$ cat config.mk
export PLATFORM = sky130hd
export DESIGN_NAME = rs232_rx_deframer_flat
export DESIGN_NICKNAME = d
export VERILOG_FILES = /design/src/rtl/rs232_rx_deframer_if.sv /design/src/rtl/rs232_rx_deframer.sv /design/src/flat_wrapper.sv
export SDC_FILE = /design/constraint.sdc
export NUM_CORES = 1
export LEC_CHECK = 0
export ABC_AREA = 1
export ABC_CLOCK_PERIOD_IN_PS = 2200
export CAP_MARGIN = 40
export CORE_MARGIN = 2
export CORE_UTILIZATION = 56
export DETAILED_ROUTE_END_ITERATION = 8
export GPL_TIMING_DRIVEN = 0
export PLACE_DENSITY = 0.88
export SYNTH_ARGS = -nofsm -noshare
export SYNTH_HDL_FRONTEND = slang
export SYNTH_SLANG_ARGS = --single-unit
$ cat constraint.sdc
create_clock -name clk -period 2.2 [get_ports clk]
set_input_delay 0.22 -clock clk [delete_from_list [all_inputs] [get_ports clk]]
set_output_delay 0.22 -clock clk [all_outputs]
set_load 0.02 [all_outputs]
$ cat src/rtl/rs232_rx_deframer_if.sv
// rs232_rx_deframer_if: serial line, byte stream handshake and status of the RS232 receive deframer
interface rs232_rx_deframer_if;
  logic       rx;
  logic [7:0] rx_data;
  logic       rx_valid;
  logic       rx_ready;
  logic       frame_err;
  logic       overrun;
  logic       busy;
  modport master (input rx, rx_ready, output rx_data, rx_valid, frame_err, overrun, busy);
  modport slave  (output rx, rx_ready, input rx_data, rx_valid, frame_err, overrun, busy);
endinterface

$ cat src/rtl/rs232_rx_deframer.sv
// rs232_rx_deframer: recovers 8N1 frames from the rx line into a 1-byte valid/ready holding register
module rs232_rx_deframer #(
  parameter int CLKS_PER_BIT = 434,
  parameter int SYNC_STAGES  = 2
) (
  input logic                  clk,
  input logic                  rst_n,
  rs232_rx_deframer_if.master  bus
);
  localparam int CW = $clog2(CLKS_PER_BIT);
  localparam logic [CW-1:0] HALF_M1 = CW'(CLKS_PER_BIT / 2 - 1);
  localparam logic [CW-1:0] FULL_M1 = CW'(CLKS_PER_BIT - 1);
  typedef enum logic [2:0] {IDLE, START, DATA, STOP, BRK} state_t;
  state_t                 state;
  logic [SYNC_STAGES-1:0] sync;
  logic                   rx_s;
  logic [CW-1:0]          cnt;
  logic [2:0]             idx;
  logic [7:0]             shreg;
  assign rx_s = sync[SYNC_STAGES-1];
  // metastability synchroniser for the asynchronous rx line, idles high
  always_ff @(posedge clk or negedge rst_n)
    if (!rst_n) sync <= '1;
    else sync <= {sync[SYNC_STAGES-2:0], bus.rx};
  // frame FSM: mid-bit sampling, byte delivery into the holding register, error pulses
  always_ff @(posedge clk or negedge rst_n)
    if (!rst_n) begin
      state         <= IDLE;
      cnt           <= '0;
      idx           <= '0;
      shreg         <= '0;
      bus.rx_data   <= '0;
      bus.rx_valid  <= 1'b0;
      bus.frame_err <= 1'b0;
      bus.overrun   <= 1'b0;
      bus.busy      <= 1'b0;
    end else begin
      bus.frame_err <= 1'b0;
      bus.overrun   <= 1'b0;
      if (bus.rx_valid && bus.rx_ready) bus.rx_valid <= 1'b0;
      case (state)
        IDLE:
          if (!rx_s) begin
            state    <= START;
            cnt      <= '0;
            bus.busy <= 1'b1;
          end
        START:
          if (cnt == HALF_M1) begin
            cnt <= '0;
            idx <= '0;
            if (rx_s) begin
              state    <= IDLE;
              bus.busy <= 1'b0;
            end else state <= DATA;
          end else cnt <= cnt + 1'b1;
        DATA:
          if (cnt == FULL_M1) begin
            cnt   <= '0;
            shreg <= {rx_s, shreg[7:1]};
            idx   <= idx + 1'b1;
            if (idx == 3'd7) state <= STOP;
          end else cnt <= cnt + 1'b1;
        STOP:
          if (cnt == FULL_M1) begin
            cnt <= '0;
            if (rx_s) begin
              state    <= IDLE;
              bus.busy <= 1'b0;
              if (!bus.rx_valid || bus.rx_ready) begin
                bus.rx_data  <= shreg;
                bus.rx_valid <= 1'b1;
              end else bus.overrun <= 1'b1;
            end else begin
              state         <= BRK;
              bus.frame_err <= 1'b1;
            end
          end else cnt <= cnt + 1'b1;
        BRK:
          if (rx_s) begin
            state    <= IDLE;
            bus.busy <= 1'b0;
          end
        default: begin
          state    <= IDLE;
          bus.busy <= 1'b0;
        end
      endcase
    end
endmodule

$ cat src/flat_wrapper.sv
// flat-port wrapper written by rule: the top's interface ports become plain ports
module rs232_rx_deframer_flat 
#(
  parameter int CLKS_PER_BIT = 434,
  parameter int SYNC_STAGES  = 2
)
  (clk, rst_n, bus_rx, bus_rx_ready, bus_rx_data, bus_rx_valid, bus_frame_err, bus_overrun, bus_busy);
  rs232_rx_deframer_if bus_i ();
  input logic clk;
  input logic rst_n;
  input wire logic [$bits(bus_i.rx)-1:0] bus_rx;
  input wire logic [$bits(bus_i.rx_ready)-1:0] bus_rx_ready;
  output wire logic [$bits(bus_i.rx_data)-1:0] bus_rx_data;
  output wire logic [$bits(bus_i.rx_valid)-1:0] bus_rx_valid;
  output wire logic [$bits(bus_i.frame_err)-1:0] bus_frame_err;
  output wire logic [$bits(bus_i.overrun)-1:0] bus_overrun;
  output wire logic [$bits(bus_i.busy)-1:0] bus_busy;
  assign bus_i.rx = bus_rx;
  assign bus_i.rx_ready = bus_rx_ready;
  assign bus_rx_data = bus_i.rx_data;
  assign bus_rx_valid = bus_i.rx_valid;
  assign bus_frame_err = bus_i.frame_err;
  assign bus_overrun = bus_i.overrun;
  assign bus_busy = bus_i.busy;
  rs232_rx_deframer #(.CLKS_PER_BIT(CLKS_PER_BIT), .SYNC_STAGES(SYNC_STAGES)) u_core (.clk(clk), .rst_n(rst_n), .bus(bus_i));
endmodule
==> key figures, run 1 <==
Setup path
  – Crit. End Element: flip-flop
  – Arrival time of the worst setup path: 1.81 ns
  – Critical path required time: 2.45 ns
  – Master of the slowest instance on the critical path: sky130_fd_sc_hd__dfrtp_1
  – Top delay family on crit path: simple AND/OR/NAND/NOR gates
  – Slowest Stage Delay on Critical Path: approximately 0.41 ns
  – Critical path class: flip-flop to flip-flop
  – Buffering stage count on the worst path with inverters included: 3
  – Critical path fanouts, max: 10
  – Critical Path Start Type: flip-flop
  – Cell Chain, Critical Path: inv_1, ha_1, nand2_2, nor2_8, nand3_4, clkinv_2, nand3_4, buf_6, nand2_2, o21ai_2

Logic synthesis
  – Combinational family with the most area after synthesis: simple AND/OR/NAND/NOR gates
  – Mean cell area of the mapped netlist: 8.50 sq um
  – Fraction of the mapped netlist area in compound gates: 7.00%
  – Ys async rst share: 100%
  – Fraction of synthesized area in multiplexers: 0%
  – Number of enable flip-flop cells after synthesis: 0
  – Post-synthesis share of cell area spent on full adders, half adders and majority gates: 3.30%
  – Simple-gate portion of the synthesized area: 31.7%
  – Synthesized cell area: 1900 sq um
  – Synth Register Bits: 37
  – Synth Instances: 223
  – Most used flip-flop cell after synthesis: sky130_fd_sc_hd__dfrtp_1
  – Share of the yosys chip area belonging to registers: 49.0%
  – Synthesized netlist net count: about 230
  – Netlist cell types: 24
  – Xor and xnor area share after synthesis: under 10%
  – Yosys warnings: 0

Final layout
  – Antenna Diode Count: 0
  – Count of filler cells inserted in the layout: 268
  – Layout cells sized above 1: 18.2%
  – Synth-to-Final Area Change: 15.9%
  – Final net count: 255
  – Final instance area: 2200 sq um

Floorplan
  – Width of the die: 62.2 um
  – Core area: 3280 sq um
  – DIE AREA: around 3900 sq um
  – Placement row count: 21
  – Die Height: 62.2 um
  – Starting utilization of the core area: 57.7%
  – Ports placed on the boundary: 16

Drt
  – Total wirelength of the detailed-routed design: 3310 um
  – Detailed router's first-iteration violation count: 120
  – Vias per cell: 4.98
  – Length of the first detailed-routing pass in iterations: 4
  – Residual DRC count: 0
  – Antenna-violating nets left: 0
  – Average routed wire per standard cell: 11.3 um
  – Detailed-route via count: ~1.5k

Placed design
  – Port bufs: 15
  – Detailed-placement wirelength estimate: 2510 um
  – Placer congestion estimate: roughly 0.85
  – Placement-stage cell area: 2100 sq um

Power and ir drop
  – Leakage power: 0.00105 uW
  – Max rail drop VDD: ~320 uV
  – Power density of the placed cells: about 550 nW/um^2
  – Post-route total power: 1200 uW

STA
  – Relative slew slack: 47.0%
  – Max Clk Rate: around 640 MHz
  – Minimum clock period after layout: 1.56 ns
  – Setup_tns: 0 ns
  – Share of the clock period used by the worst path after layout: 71.0%
  – Number of setup violations in the final report: 0
  – Final count of pins violating max slew: 0
  – Fin. Hold Viols: 0
  – Setup repair after global routing missed its margin: no
  – Transition time at the pin with the least slew margin: 0.795 ns
  – Clock Skew: 0.0114 ns

Clock tree
  – Number of buffers on the longest clock path: 2
  – Clock slew seen by the registers of the worst setup and hold paths: roughly 0.11 ns
  – Cell chosen for the clock root: sky130_fd_sc_hd__clkbuf_4
  – H-tree lvl count: 2
  – Clk sink count: 37
  – Post-CTS Resized: 0
  – Clock Latency Late Sink: ~0.35 ns
  – Num CTS Buffers: 5
  – CTS tree: yes

Global route
  – GRT Residual Overflow: 0
  – Number of antenna violations at the first check in global routing: 0
  – Wire length of the first global-routing pass: 6220 um
  – GRT Overall Usage: 20.3%
  – Vias in the first global route: 1482
  – Pin count of the biggest net entering global routing: 38

Job
  – Max-Cap Viols: 0

Outcome
  – Outcome: finished, final reports clean

Min path
  – Min-delay worst type: input pin to flip-flop
[cells in the mapped netlist, types with 2 or more instances]
master / n / share of area [%]
sky130_fd_sc_hd__nand2_1: 61 / 12
sky130_fd_sc_hd__nor2_2: 2 / 0.66
sky130_fd_sc_hd__nand2_2: 9 / 3.0
sky130_fd_sc_hd__nand3_4: 3 / 2.8
sky130_fd_sc_hd__inv_1: 28 / 5.5
sky130_fd_sc_hd__nor2_1: 20 / 4.0
sky130_fd_sc_hd__o21ai_1: 10 / 2.6
sky130_fd_sc_hd__xor2_1: 2 / 0.92
sky130_fd_sc_hd__nand3_1: 17 / 4.5
sky130_fd_sc_hd__nor2_4: 3 / 1.8
sky130_fd_sc_hd__dfstp_2: 2 / 2.8
sky130_fd_sc_hd__o21ai_2: 8 / 3.7
sky130_fd_sc_hd__ha_1: 5 / 3.3
sky130_fd_sc_hd__inv_2: 5 / 0.99
sky130_fd_sc_hd__nand4_1: 5 / 1.7
sky130_fd_sc_hd__dfrtp_1: 35 / 46
[state kept, by name (all words and copies together) (netlist names), 2 cells and up]
signal and flops:
u_core.cnt 9, u_core.bus.rx_data 8, u_core.shreg 8, u_core.idx 3
u_core.state 3, u_core.sync 2
[metrics by stage]
stage | setup WS, ns | utilization, % | std cells | hold WS [ns]
after floorplan | 0.770 | - | 223 | -0.0756
after global placement | 0.142 | 64.0 | 284 | 0.346
after detailed placement | 0.625 | 63.9 | 284 | 0.346
after CTS | 0.613 | 66.9 | 293 | 0.255
after global routing | 0.504 | 66.9 | 293 | 0.272
final | 0.639 | 66.9 | 293 | 0.274
[area by class of cell]
type | instances | area [sq um] | share of cell area (%)
sequential | 37 | 928 | 42.3
timing repair buffer | 16 | 155 | 7.06
buffer | 2 | 16.3 | 0.740
tap | 46 | 57.6 | 2.62
clock inverter | 2 | 37.5 | 1.71
inverter | 34 | 129 | 5.87
multi-input combinational | 150 | 822 | 37.4
clock buffer | 6 | 51.3 | 2.33
[metal layers]
| layer | share of wire (%) | track usage (%) | vias to the layer above |
|---|---|---|---|
| met5 | 0 | 0 | - |
| met4 | 2.3 | 9.44 | 0 |
| met3 | 4.3 | 5.07 | 5 |
| met2 | 48 | 33.2 | 32 |
| met1 | 45 | 25.5 | 675 |
| li1 | - | - | 746 |
[placed cells by master, fill, tap and decap left out, types with 2 or more instances in the layout]
master,Yosys,routed
sky130_fd_sc_hd__xor2_1,2,2
sky130_fd_sc_hd__nand3_4,3,3
sky130_fd_sc_hd__buf_2,1,2
sky130_fd_sc_hd__dfstp_2,2,2
sky130_fd_sc_hd__clkbuf_4,0,5
sky130_fd_sc_hd__dfrtp_1,35,35
sky130_fd_sc_hd__inv_1,28,28
sky130_fd_sc_hd__nor2_1,20,20
sky130_fd_sc_hd__clkdlybuf4s50_1,0,14
sky130_fd_sc_hd__inv_2,5,5
sky130_fd_sc_hd__ha_1,5,5
sky130_fd_sc_hd__nand2_1,61,61
sky130_fd_sc_hd__nand2_2,9,9
sky130_fd_sc_hd__nand4_1,5,5
sky130_fd_sc_hd__nor2_4,3,3
sky130_fd_sc_hd__o21ai_2,8,8
sky130_fd_sc_hd__nand3_1,17,17
sky130_fd_sc_hd__o21ai_1,10,10
sky130_fd_sc_hd__nor2_2,2,2
[timing repair]
item,CTS,global route
endpoints found under the hold margin,35,0
setup buffers,0,0
hold buffers,1,0
[power by group]
part           switching (uW)  internal (uW)  leakage (uW)
registers                1.81            683      0.000490
clock network             226            270     0.0000445
logic                    15.3           5.78      0.000519
total                     243            959       0.00105
[cells by family after synthesis]
kind of cell / Yosys count
AND/OR/NAND/NOR: 122
flip-flops: 37
buffers and inverters: 36
AO/OA/AOI/OAI: 20
adder cells (fa/ha/maj): 5
XOR/XNOR: 3
[path summary, 6_finish.rpt]
| kind | startpoint | end | slack, ns | cells after the start |
|---|---|---|---|---|
| setup / recovery | u_core.cnt[1]$_DFFE_PN0P_ | u_core.bus.rx_data[2]$_DFFE_PN0P_ | 0.64 | 10 |
| hold / removal | bus_rx | u_core.sync[0]$_DFF_PN1_ | 0.27 | 1 |
| setup reg to reg | u_core.cnt[1]$_DFFE_PN0P_ | u_core.bus.rx_data[2]$_DFFE_PN0P_ | 0.64 | 10 |
| hold reg to reg | u_core.sync[0]$_DFF_PN1_ | u_core.sync[1]$_DFF_PN1_ | 0.36 | 0 |
| max in group asynchronous | rst_n | u_core.cnt[0]$_DFFE_PN0P_ | 1.21 | 2 |
| min in group asynchronous | rst_n | u_core.shreg[2]$_DFFE_PN0P_ | 0.49 | 2 |
Power figures use the tool's default switching activity.
==> run 2, diff against run 1 <==
ABC_CLOCK_PERIOD_IN_PS = 1400   (was 2200)
CORE_UTILIZATION = 51   (was 56)
PLACE_DENSITY = 0.85   (was 0.88)
clock period = 1.4 ns   (was 2.2 ns; I/O delays follow)
==> run 2 against run 1 <==
Net effect:
- the run now ends with negative setup slack left
- final cell count rose by 5.8%
- via count increased by 10%
- non-clock buffer count increased by 15
- hold slack worse by 0.019 ns
==> key figures, run 2 (synthesis results as in run 1) <==
Final layout
  – Final net count: 270 (+5.9%)
  – Most frequent cells in the layout: sky130_fd_sc_hd__nand2_1, sky130_fd_sc_hd__dfrtp_1, sky130_fd_sc_hd__inv_1
  – Count of filler cells inserted in the layout: 235 (-12%)
  – Most common library cell in the layout ignoring fill and taps: sky130_fd_sc_hd__nand2_1
  – Largest registers ranked by flip-flop count: u_core.cnt: 9 flops, u_core.bus.rx_data: 8 flops, u_core.shreg: 8 flops
  – Antenna Diode Count: 0 (unchanged)
  – Layout cells sized above 1: 36.3% (+18 points)
  – Number of flip-flops under the largest register name: 9 (unchanged)
  – Register bank with the most flops: u_core.cnt
  – Area used by multi-input combinational logic: 995 sq um (+21%)
  – Sequential cell area: 932 sq um (+0.40%)
  – Final instance area: 2570 sq um (+17%)
  – Synth-to-Final Area Change: 35.8%

Min path
  – WHS Endpoint: u_core.sync[0]$_DFF_PN1_
  – HP Start: bus_rx
  – Count of cells along the worst hold path: 1 (unchanged)
  – Min-delay worst type: input pin to flip-flop

Floorplan
  – Starting utilization of the core area: 52.6% (-5.1 points)
  – DIE AREA: 4220 sq um (+9.2%)
  – Placement row count: 22 (+4.8%)
  – Ports placed on the boundary: 16 (unchanged)
  – Core area: 3610 sq um (+9.8%)
  – Width of the die: 65.0 um (+4.5%)
  – Die Height: 65.0 um (+4.5%)

Drt
  – Average routed wire per standard cell: 14.2 um (+26%)
  – Detailed-route via count: 1605 (+10%)
  – Vias per cell: 5.18 (+4.0%)
  – Met3 WL post-DR: 308 um (+120%)
  – Routed length on met2: 2320 um (+45%)
  – Antenna-violating nets left: 0 (unchanged)
  – Detailed router's first-iteration violation count: 108 (-10%)
  – Residual DRC count: 0 (unchanged)
  – Post-Route M1 WL: 1700 um (+14%)
  – Total wirelength of the detailed-routed design: 4390 um (+33%)
  – Top Layer Used: met4
  – Length of the first detailed-routing pass in iterations: 4 (unchanged)

Clock tree
  – Number of buffers on the longest clock path: 2 (unchanged)
  – Clock slew seen by the registers of the worst setup and hold paths: 0.08 ns (-0.03 ns)
  – Clock Latency Late Sink: 0.29 ns (-0.06 ns)
  – H-tree lvl count: 2 (unchanged)
  – Clk sink count: 37 (unchanged)
  – Num CTS Buffers: 5 (unchanged)
  – CTS tree: yes
  – Cell chosen for the clock root: sky130_fd_sc_hd__clkbuf_8

Global route
  – Pin count of the biggest net entering global routing: 38 (unchanged)
  – GRT Residual Overflow: 0 (unchanged)
  – Wire length of the first global-routing pass: 6200 um (-0.32%)
  – GRT Overall Usage: 19.6% (-0.65 points)
  – Vias in the first global route: 1417 (-4.4%)
  – Number of antenna violations at the first check in global routing: 0 (unchanged)

STA
  – Share of the clock period used by the worst path after layout: 109% (+38 points)
  – Transition time at the pin with the least slew margin: 0.803 ns (+0.00791 ns)
  – Minimum clock period after layout: 1.53 ns (-0.0300 ns)
  – Relative slew slack: 46.5% (-0.53 points)
  – Setup_tns: -1.56 ns (-1.56 ns)
  – Fin. Hold Viols: 0 (unchanged)
  – Final worst hold slack: 0.255 ns (-0.0185 ns)
  – Setup repair after global routing missed its margin: yes
  – Clock Skew: 0.00968 ns (-0.00171 ns)
  – Number of setup violations in the final report: 22 (+22)
  – Setup ws final: -0.131 ns (-0.770 ns)
  – Max Clk Rate: 653 MHz (+2.0%)
  – Final count of pins violating max slew: 0 (unchanged)

Power and ir drop
  – Max rail drop VDD: 417 uV (+29%)
  – Comb power frac: 1.9% (about the same)
  – Post-route total power: 1830 uW (+52%)
  – Pint: 1430 uW (+49%)
  – Switching power: 399 uW (+64%)
  – Sequential group share of total power: 58.9% (+1.9 points)
  – Share of total power in the clock network: 39.2% (-2.1 points)
  – Power density of the placed cells: 710 nW/um^2 (+30%)
  – Switching fraction of total power: 21.8% (+1.6 points)
  – Leakage power: 0.00133 uW (+26%)

Setup path
  – Critical path class: flip-flop to flip-flop
  – Worst reg2reg setup slack: -0.13 ns (-0.77 ns)
  – Worst Reg2Reg Path Length in Cells: 10 (unchanged)
  – Endpoint of the worst-slack reg-to-reg timing path: u_core.bus.rx_data[2]$_DFFE_PN0P_
  – Crit. End Element: flip-flop
  – Arrival time of the worst setup path: 1.71 ns (-0.10 ns)
  – Critical path required time: 1.58 ns (-0.87 ns)
  – Critical Path Start Type: flip-flop
  – Beginning of the worst register-to-register path: u_core.cnt[1]$_DFFE_PN0P_
  – Critical path fanouts, max: 6 (-4)

Placed design
  – Placement-stage cell area: 2130 sq um (+1.3%)
  – Port bufs: 15 (unchanged)
  – Detailed-placement wirelength estimate: 2490 um (-0.95%)
  – Placer congestion estimate: 0.852 (about the same)
  – DP Worst Slack: -0.187 ns (-0.812 ns)

Outcome
  – Outcome: finished, violations left
  – Failing checks: negative setup slack

Job
  – Max-Cap Viols: 0 (unchanged)
[run 2: changes by cell type in the layout (fill, tap and decap cells not counted), sizes merged]
| cell | before | now |
|---|---|---|
| buf | 3 | 17 |
| bufinv | 1 | 0 |
| clkbuf | 6 | 7 |
| clkdlybuf4s50 | 14 | 3 |
| clkinv | 1 | 3 |
| clkinvlp | 1 | 0 |
| dlygate4sd2 | 0 | 5 |
| dlymetal6s2s | 0 | 6 |
[run 2: worst max path at each step]
stage	from	to
final	u_core.cnt[1]$_DFFE_PN0P_	u_core.bus.rx_data[2]$_DFFE_PN0P_
after global routing	u_core.cnt[1]$_DFFE_PN0P_	u_core.bus.busy$_DFFE_PN0P_
after CTS	u_core.cnt[1]$_DFFE_PN0P_	u_core.bus.rx_data[2]$_DFFE_PN0P_
after detailed placement	u_core.cnt[0]$_DFFE_PN0P_	u_core.cnt[3]$_DFFE_PN0P_
after global placement	rst_n	u_core.shreg[1]$_DFFE_PN0P_
after floorplan	u_core.cnt[1]$_DFFE_PN0P_	u_core.bus.rx_data[1]$_DFFE_PN0P_
[run 2: timing repair]
item	CTS	global route
buffers inserted	7	6
hold buffers	1	0
hold endpoints to repair	35	0
pin swaps	6	9
endpoints found under the setup margin	31	36
gates resized for setup	21	44
gates cloned	1	1
[run 2: cell type report]
class / count / area share (%)
clock buffers: 6 / 2.82
repair buffers: 31 / 13.3
flip-flops and latches: 37 / 36.2
plain buffers: 2 / 1.17
inverters: 34 / 5.15
well taps: 48 / 2.33
clock inverters: 2 / 0.389
multi-input cells: 150 / 38.6
[run 2: power groups by stage]
stage	Combinational [uW]	Sequential (uW)	Clock, uW
global route	40.6	1080	789
CTS	34.8	1080	735
detailed placement	33.0	1100	0
finish	34.6	1080	716
floorplan	4.26	1100	0
global placement	34.3	1100	0
[run 2: metrics by stage]
stage / cells / utilization (%)
3_3_place_gp: 286 / 59.1
4_1_cts: 303 / 64.7
2_1_floorplan: 223 / -
3_5_place_dp: 286 / 59.0
6_report: 310 / 71.4
5_1_grt: 310 / 71.4
[run 2: critical path, cell delays in order (launching register included)]
cell	delay [ns]
sky130_fd_sc_hd__dfrtp_1	0.40
sky130_fd_sc_hd__inv_2	0.09
sky130_fd_sc_hd__ha_4	0.14
sky130_fd_sc_hd__nand2_4	0.06
sky130_fd_sc_hd__nor2_8	0.13
sky130_fd_sc_hd__nand3_4	0.11
sky130_fd_sc_hd__clkinv_4	0.07
sky130_fd_sc_hd__nand3_4	0.13
sky130_fd_sc_hd__buf_8	0.18
sky130_fd_sc_hd__nand2_2	0.05
sky130_fd_sc_hd__o21ai_2	0.05
[run 2: metal layers]
metal / vias up / track usage [%]
met2: 73 / 32.0
met5: - / 0
li1: 772 / -
met4: 0 / 7.71
met3: 7 / 5.03
met1: 753 / 25.0
